`src/rtl/c3lib_prog_tie_pkg.sv`:
```
// Shared types and helpers for the programmable tie bus: the apply FSM state
// encoding and the sizing rule for the apply-delay counter.
package c3lib_prog_tie_pkg;

  typedef enum logic {
    IDLE = 1'b0,
    WAIT = 1'b1
  } tie_state_e;

  // Counter must hold APPLY_DLY-1; sized as clog2(APPLY_DLY+1) so it is never zero-width.
  function automatic int cnt_width(input int apply_dly);
    return (apply_dly < 1) ? 1 : $clog2(apply_dly + 1);
  endfunction

endpackage

```
`src/rtl/c3lib_prog_tie_ctrl.sv`:
```
// Apply sequencer for the programmable tie bus: IDLE/WAIT FSM, delay counter
// and sticky lock. commit_o marks the edge on which the active bus is loaded.
module c3lib_prog_tie_ctrl
  import c3lib_prog_tie_pkg::*;
#(
  parameter int APPLY_DLY = 2
) (
  input  logic       clk,
  input  logic       rst_n,
  input  logic       apply_i,
  input  logic       lock_i,
  output logic       commit_o,
  output logic       locked_o,
  output tie_state_e state_o
);

  localparam int CW = cnt_width(APPLY_DLY);
  localparam logic [CW-1:0] CNT_LOAD = CW'(APPLY_DLY - 1);

  tie_state_e    state_q;
  logic [CW-1:0] cnt_q;
  logic          lk_q;

  // Handshake: apply_i is a single-cycle request with no ready; it is taken only
  // in IDLE while unlocked, otherwise dropped. commit_o pulses for one cycle.
  always_ff @(posedge clk) begin
    if (!rst_n) begin
      state_q <= IDLE;
      cnt_q   <= '0;
      lk_q    <= 1'b0;
    end else begin
      if (lock_i) lk_q <= 1'b1;
      case (state_q)
        IDLE: begin
          if (apply_i && !lk_q) begin
            state_q <= WAIT;
            cnt_q   <= CNT_LOAD;
          end
        end
        WAIT: begin
          if (cnt_q == '0) state_q <= IDLE;
          else             cnt_q   <= cnt_q - CW'(1);
        end
      endcase
    end
  end

  assign commit_o = (state_q == WAIT) && (cnt_q == '0);
  assign locked_o = lk_q;
  assign state_o  = state_q;

endmodule

```
`src/rtl/c3lib_prog_tie_bus.sv`:
```
// Run-time programmable tie bus: masked staging register, delayed atomic apply
// into the active bus, and a sticky lock that freezes both until reset.
module c3lib_prog_tie_bus
  import c3lib_prog_tie_pkg::*;
#(
  parameter int               WIDTH     = 4,
  parameter logic [WIDTH-1:0] TIE_VALUE = 4'b0011,
  parameter int               APPLY_DLY = 2
) (
  input  logic             clk,
  input  logic             rst_n,
  input  logic             wr_en,
  input  logic [WIDTH-1:0] wr_data,
  input  logic [WIDTH-1:0] wr_mask,
  input  logic             apply,
  input  logic             lock,
  output logic [WIDTH-1:0] out,
  output logic             pend,
  output logic             busy,
  output logic             locked
);

  if (WIDTH < 1 || APPLY_DLY < 1 || $bits(TIE_VALUE) != WIDTH) begin : g_param_check
    $error("c3lib_prog_tie_bus: illegal WIDTH/APPLY_DLY/TIE_VALUE");
  end

  logic [WIDTH-1:0] stg_q;
  logic [WIDTH-1:0] stg_d;
  logic [WIDTH-1:0] act_q;
  logic             commit;
  tie_state_e       ctrl_state;

  c3lib_prog_tie_ctrl #(
    .APPLY_DLY(APPLY_DLY)
  ) u_ctrl (
    .clk     (clk),
    .rst_n   (rst_n),
    .apply_i (apply),
    .lock_i  (lock),
    .commit_o(commit),
    .locked_o(locked),
    .state_o (ctrl_state)
  );

  // Lock gates writes on its pre-edge value, so a write alongside lock still lands.
  always_comb begin
    stg_d = stg_q;
    if (wr_en && !locked) stg_d = (stg_q & ~wr_mask) | (wr_data & wr_mask);
  end

  // Commit copies the pre-edge staging value; a write on the same edge waits for the next apply.
  always_ff @(posedge clk) begin
    if (!rst_n) begin
      stg_q <= TIE_VALUE;
      act_q <= TIE_VALUE;
    end else begin
      stg_q <= stg_d;
      if (commit) act_q <= stg_q;
    end
  end

  assign out  = act_q;
  assign pend = (stg_q != act_q);
  assign busy = (ctrl_state == WAIT);

endmodule

```
`config.mk`:
```
export PLATFORM = sky130hd
export DESIGN_NAME = c3lib_prog_tie_bus
export DESIGN_NICKNAME = d
export VERILOG_FILES = /design/src/rtl/c3lib_prog_tie_pkg.sv /design/src/rtl/c3lib_prog_tie_ctrl.sv /design/src/rtl/c3lib_prog_tie_bus.sv
export SDC_FILE = /design/constraint.sdc
export NUM_CORES = 1
export LEC_CHECK = 0
export ABC_AREA = 1
export ABC_CLOCK_PERIOD_IN_PS = 1600
export CORE_UTILIZATION = 35
export DETAILED_ROUTE_END_ITERATION = 10
export PLACE_DENSITY = 0.64
export SLEW_MARGIN = 5
export SYNTH_ARGS = -nofsm -noshare
export SYNTH_HDL_FRONTEND = slang
export SYNTH_SLANG_ARGS = --single-unit
```
`constraint.sdc`:
```
create_clock -name clk -period 1.6 [get_ports clk]
set_clock_uncertainty 0.15 [all_clocks]
set_input_delay 0.24 -clock clk [delete_from_list [all_inputs] [get_ports clk]]
set_output_delay 0.24 -clock clk [all_outputs]
set_load 0.02 [all_outputs]
```
==> flow_summary_export.csv <==
group,metric,value,unit
final_layout,area_growth,48.8,%
route,antenna_left,0,
route,vias_per_cell,4.57,
sta,whs,0.344,ns
clock_network,numCtsBuffers,3,
route,post_drt_wl_per_cell,9.18,µm
global_route,grt_antenna_before_repair,0,
placed_design,dp_cells,105,
pwr,leakage,0.353,nW
yosys,ys_ff_latch,12,
clock_network,cts.sinks,12,
final_layout,diodes,0,
pwr,p_per_area,939,mW/mm²
sta,maxSlewViolCount,0,
sta,fmax,703,MHz
sta,setup_tns,0,ns
clock_network,clk_pin_slew_worst_paths,0.08,ns
pwr,power.share.combinational,21.7,%
yosys,synthDistinctLibCells,15,
clock_network,clock_latency,0.27,ns
global_route,grt_max_degree,8,
clock_network,hold_buffers,0,
global_route,grt_pass1_vias,397,
yosys,seq_area_frac_synth,45.9,%
critical_path,criticalPathCategory,"flip-flop to output pin",
run_status,status,"finished, final reports clean",
pwr,p_sw,0.000195,W
global_route,grtUsageTotal,15.1,%
critical_path,path_max_fanout,3,
pwr,p_seq_share,45.5,%
yosys,synth_area_leaders,"dfxtp_1 (46%), nand3_1 (13%), nand2_1 (8.6%)",
pwr,p_int,0.000535,W
critical_path,critPathLaunchType,"flip-flop",
pwr,switching_share,26.7,%
die,ios,20,
yosys,synth_fp_nets,82,
yosys,syn-mean-instance-area,7.69,µm²
die,placementRows,13,
min_path,hp-class,"flip-flop to flip-flop",
critical_path,cp-end-kind,"output pin",
sta,post-route-period-util,88.9,%
clock_network,cts_buffer_depth,2,
sta,rsz0062_at_grt,"no",
yosys,synth_area_leader_cell,"dfxtp_1",
route,drtIter0Drc,5,
yosys,synth_top_cell_area_share,45.9,%
global_route,grt-ovfl-total,0,
pwr,vdd_drop_max,0.528,mV
yosys,synthesis.yosys.warnings,0,
sta,tightest_slew,0.207,ns
die,dieArea,0.00165,mm²
route,first_pass_iters,3,
die,start_util,38.7,%
pwr,p_clk_share,32.8,%
final_layout,fin_nets,109,
final_layout,drive_above_1_share,12.8,%
yosys,synth_cells,68,
clock_network,cts-root-buf,"clkbuf_4",
yosys,netlist_area,523,µm²
placed_design,io_buffers,19,
die,core_area,0.00135,mm²
sta,hold_violations,0,
flow_run,maxCapViolations,0,
route,wl,1000,µm
final_layout,nFillCells,137,
sta,maxSlewHeadroom,86.1,%
critical_path,critPathArrivalTime,1.03,ns
critical_path,r2r-start,"u_ctrl.cnt_q[0]",
sta,finalCriticalPeriod,1.42,ns
placed_design,hpwlAfterDp,810,µm
critical_path,critPathRequiredTime,1.21,ns
die,die_x,40.7,µm
route,vias,498,
sta,setup_viol,0,
die,die-height,40.7,µm
placed_design,gp_congestion,0.672,
clock_network,cts_htree_levels,1,
clock_network,cts_tree,"yes",
route,drc_errors,0,
final_layout,fin_cells,109,
global_route,grt_pass1_wl,1560,µm
## metrics by stage
stage / setup slack, ns / power [W] / util, % / instance area, µm²
2_1_floorplan: 0.369 / 0.000427 / - / 523
6_report: 0.177 / 0.000730 / 57.6 / 778
3_5_place_dp: 0.0815 / 0.000515 / 55.9 / 754
3_3_place_gp: 0.0837 / 0.000514 / 55.9 / 754
5_1_grt: 0.0656 / 0.000785 / 57.6 / 778
4_1_cts: 0.0204 / 0.000750 / 58.0 / 783
## layout make-up
type                            instances  area, µm²  area share (%)
Tap cell                               15       18.8            2.41
Sequential cell                        12        240            30.9
Inverter                                8       30.0            3.86
Multi-Input combinational cell         48        253            32.5
Clock buffer                            4       36.3            4.66
Timing Repair Buffer                   22        200            25.7
## path summary, 6_finish.rpt
kind | depth (start not counted) | end | slack [ns]
worst min-delay path | 2 | flip-flop | 0.34
worst max register to register | 6 | u_ctrl.cnt_q[1] | 0.29
worst min register to register | 2 | flip-flop | 0.34
worst max-delay path | 3 | pend | 0.18
## per-layer routing
layer | part of all wire (%) | up-vias | GRT usage, %
met2 | 48 | 9 | 24.2
li1 | - | 274 | -
met3 | 3.9 | 2 | 4.89
met4 | 1.1 | 0 | 12.5
met1 | 47 | 213 | 16.1
met5 | 0 | - | 0
## power by group through the flow
stage	Sequential, W	Clock [W]	Combinational [W]
finish	0.000332	0.000240	0.000159
global route	0.000335	0.000270	0.000179
CTS	0.000333	0.000253	0.000164
detailed placement	0.000340	0	0.000175
global placement	0.000339	0	0.000174
floorplan	0.000355	0	0.0000720
## synth_stat cells
master and count:
a21oi_1 3, a21oi_2 1, dfxtp_1 12, ha_1 1, inv_1 7, inv_2 1, nand2_1 12, nand2_2 1
nand3_1 14, nand4_1 1, nor2_1 7, nor2_4 1, o21ai_0 2, or2_1 1, xnor2_1 4
## cells in the final DEF (no fill, tap or decap), drive strengths merged
cell type / n
nor2: 8
a21oi: 4
xnor2: 4
dlygate4sd2: 6
clkbuf: 5
inv: 8
dfxtp: 12
nand4: 1
or2: 1
buf: 3
o21ai: 2
ha: 1
clkdlybuf4s50: 12
nand2: 13
nand3: 14
## critical path, cell delays in order (launching register included)
cell and delay [ns]:
dfxtp_1 0.37, xnor2_1 0.13, nand4_1 0.10, clkbuf_2 0.16
## timing repair
item / in CTS / in global routing
pin swaps: 0 / 0
endpoints found under the setup margin: 7 / 1
resized for setup: 8 / 1
endpoints found under the hold margin: 0 / 0
buffers inserted: 0 / 0
## logic make-up after synthesis
family | synth area share [%]
adders and majority gates | 2.39
AOI/OAI and AO/OA | 6.46
DFF | 45.9
xor gates and xnor gates | 6.70
buffers and inverters | 5.74
and+or+nand+nor | 32.8
Note: power is estimated with default switching activity, not from simulation.
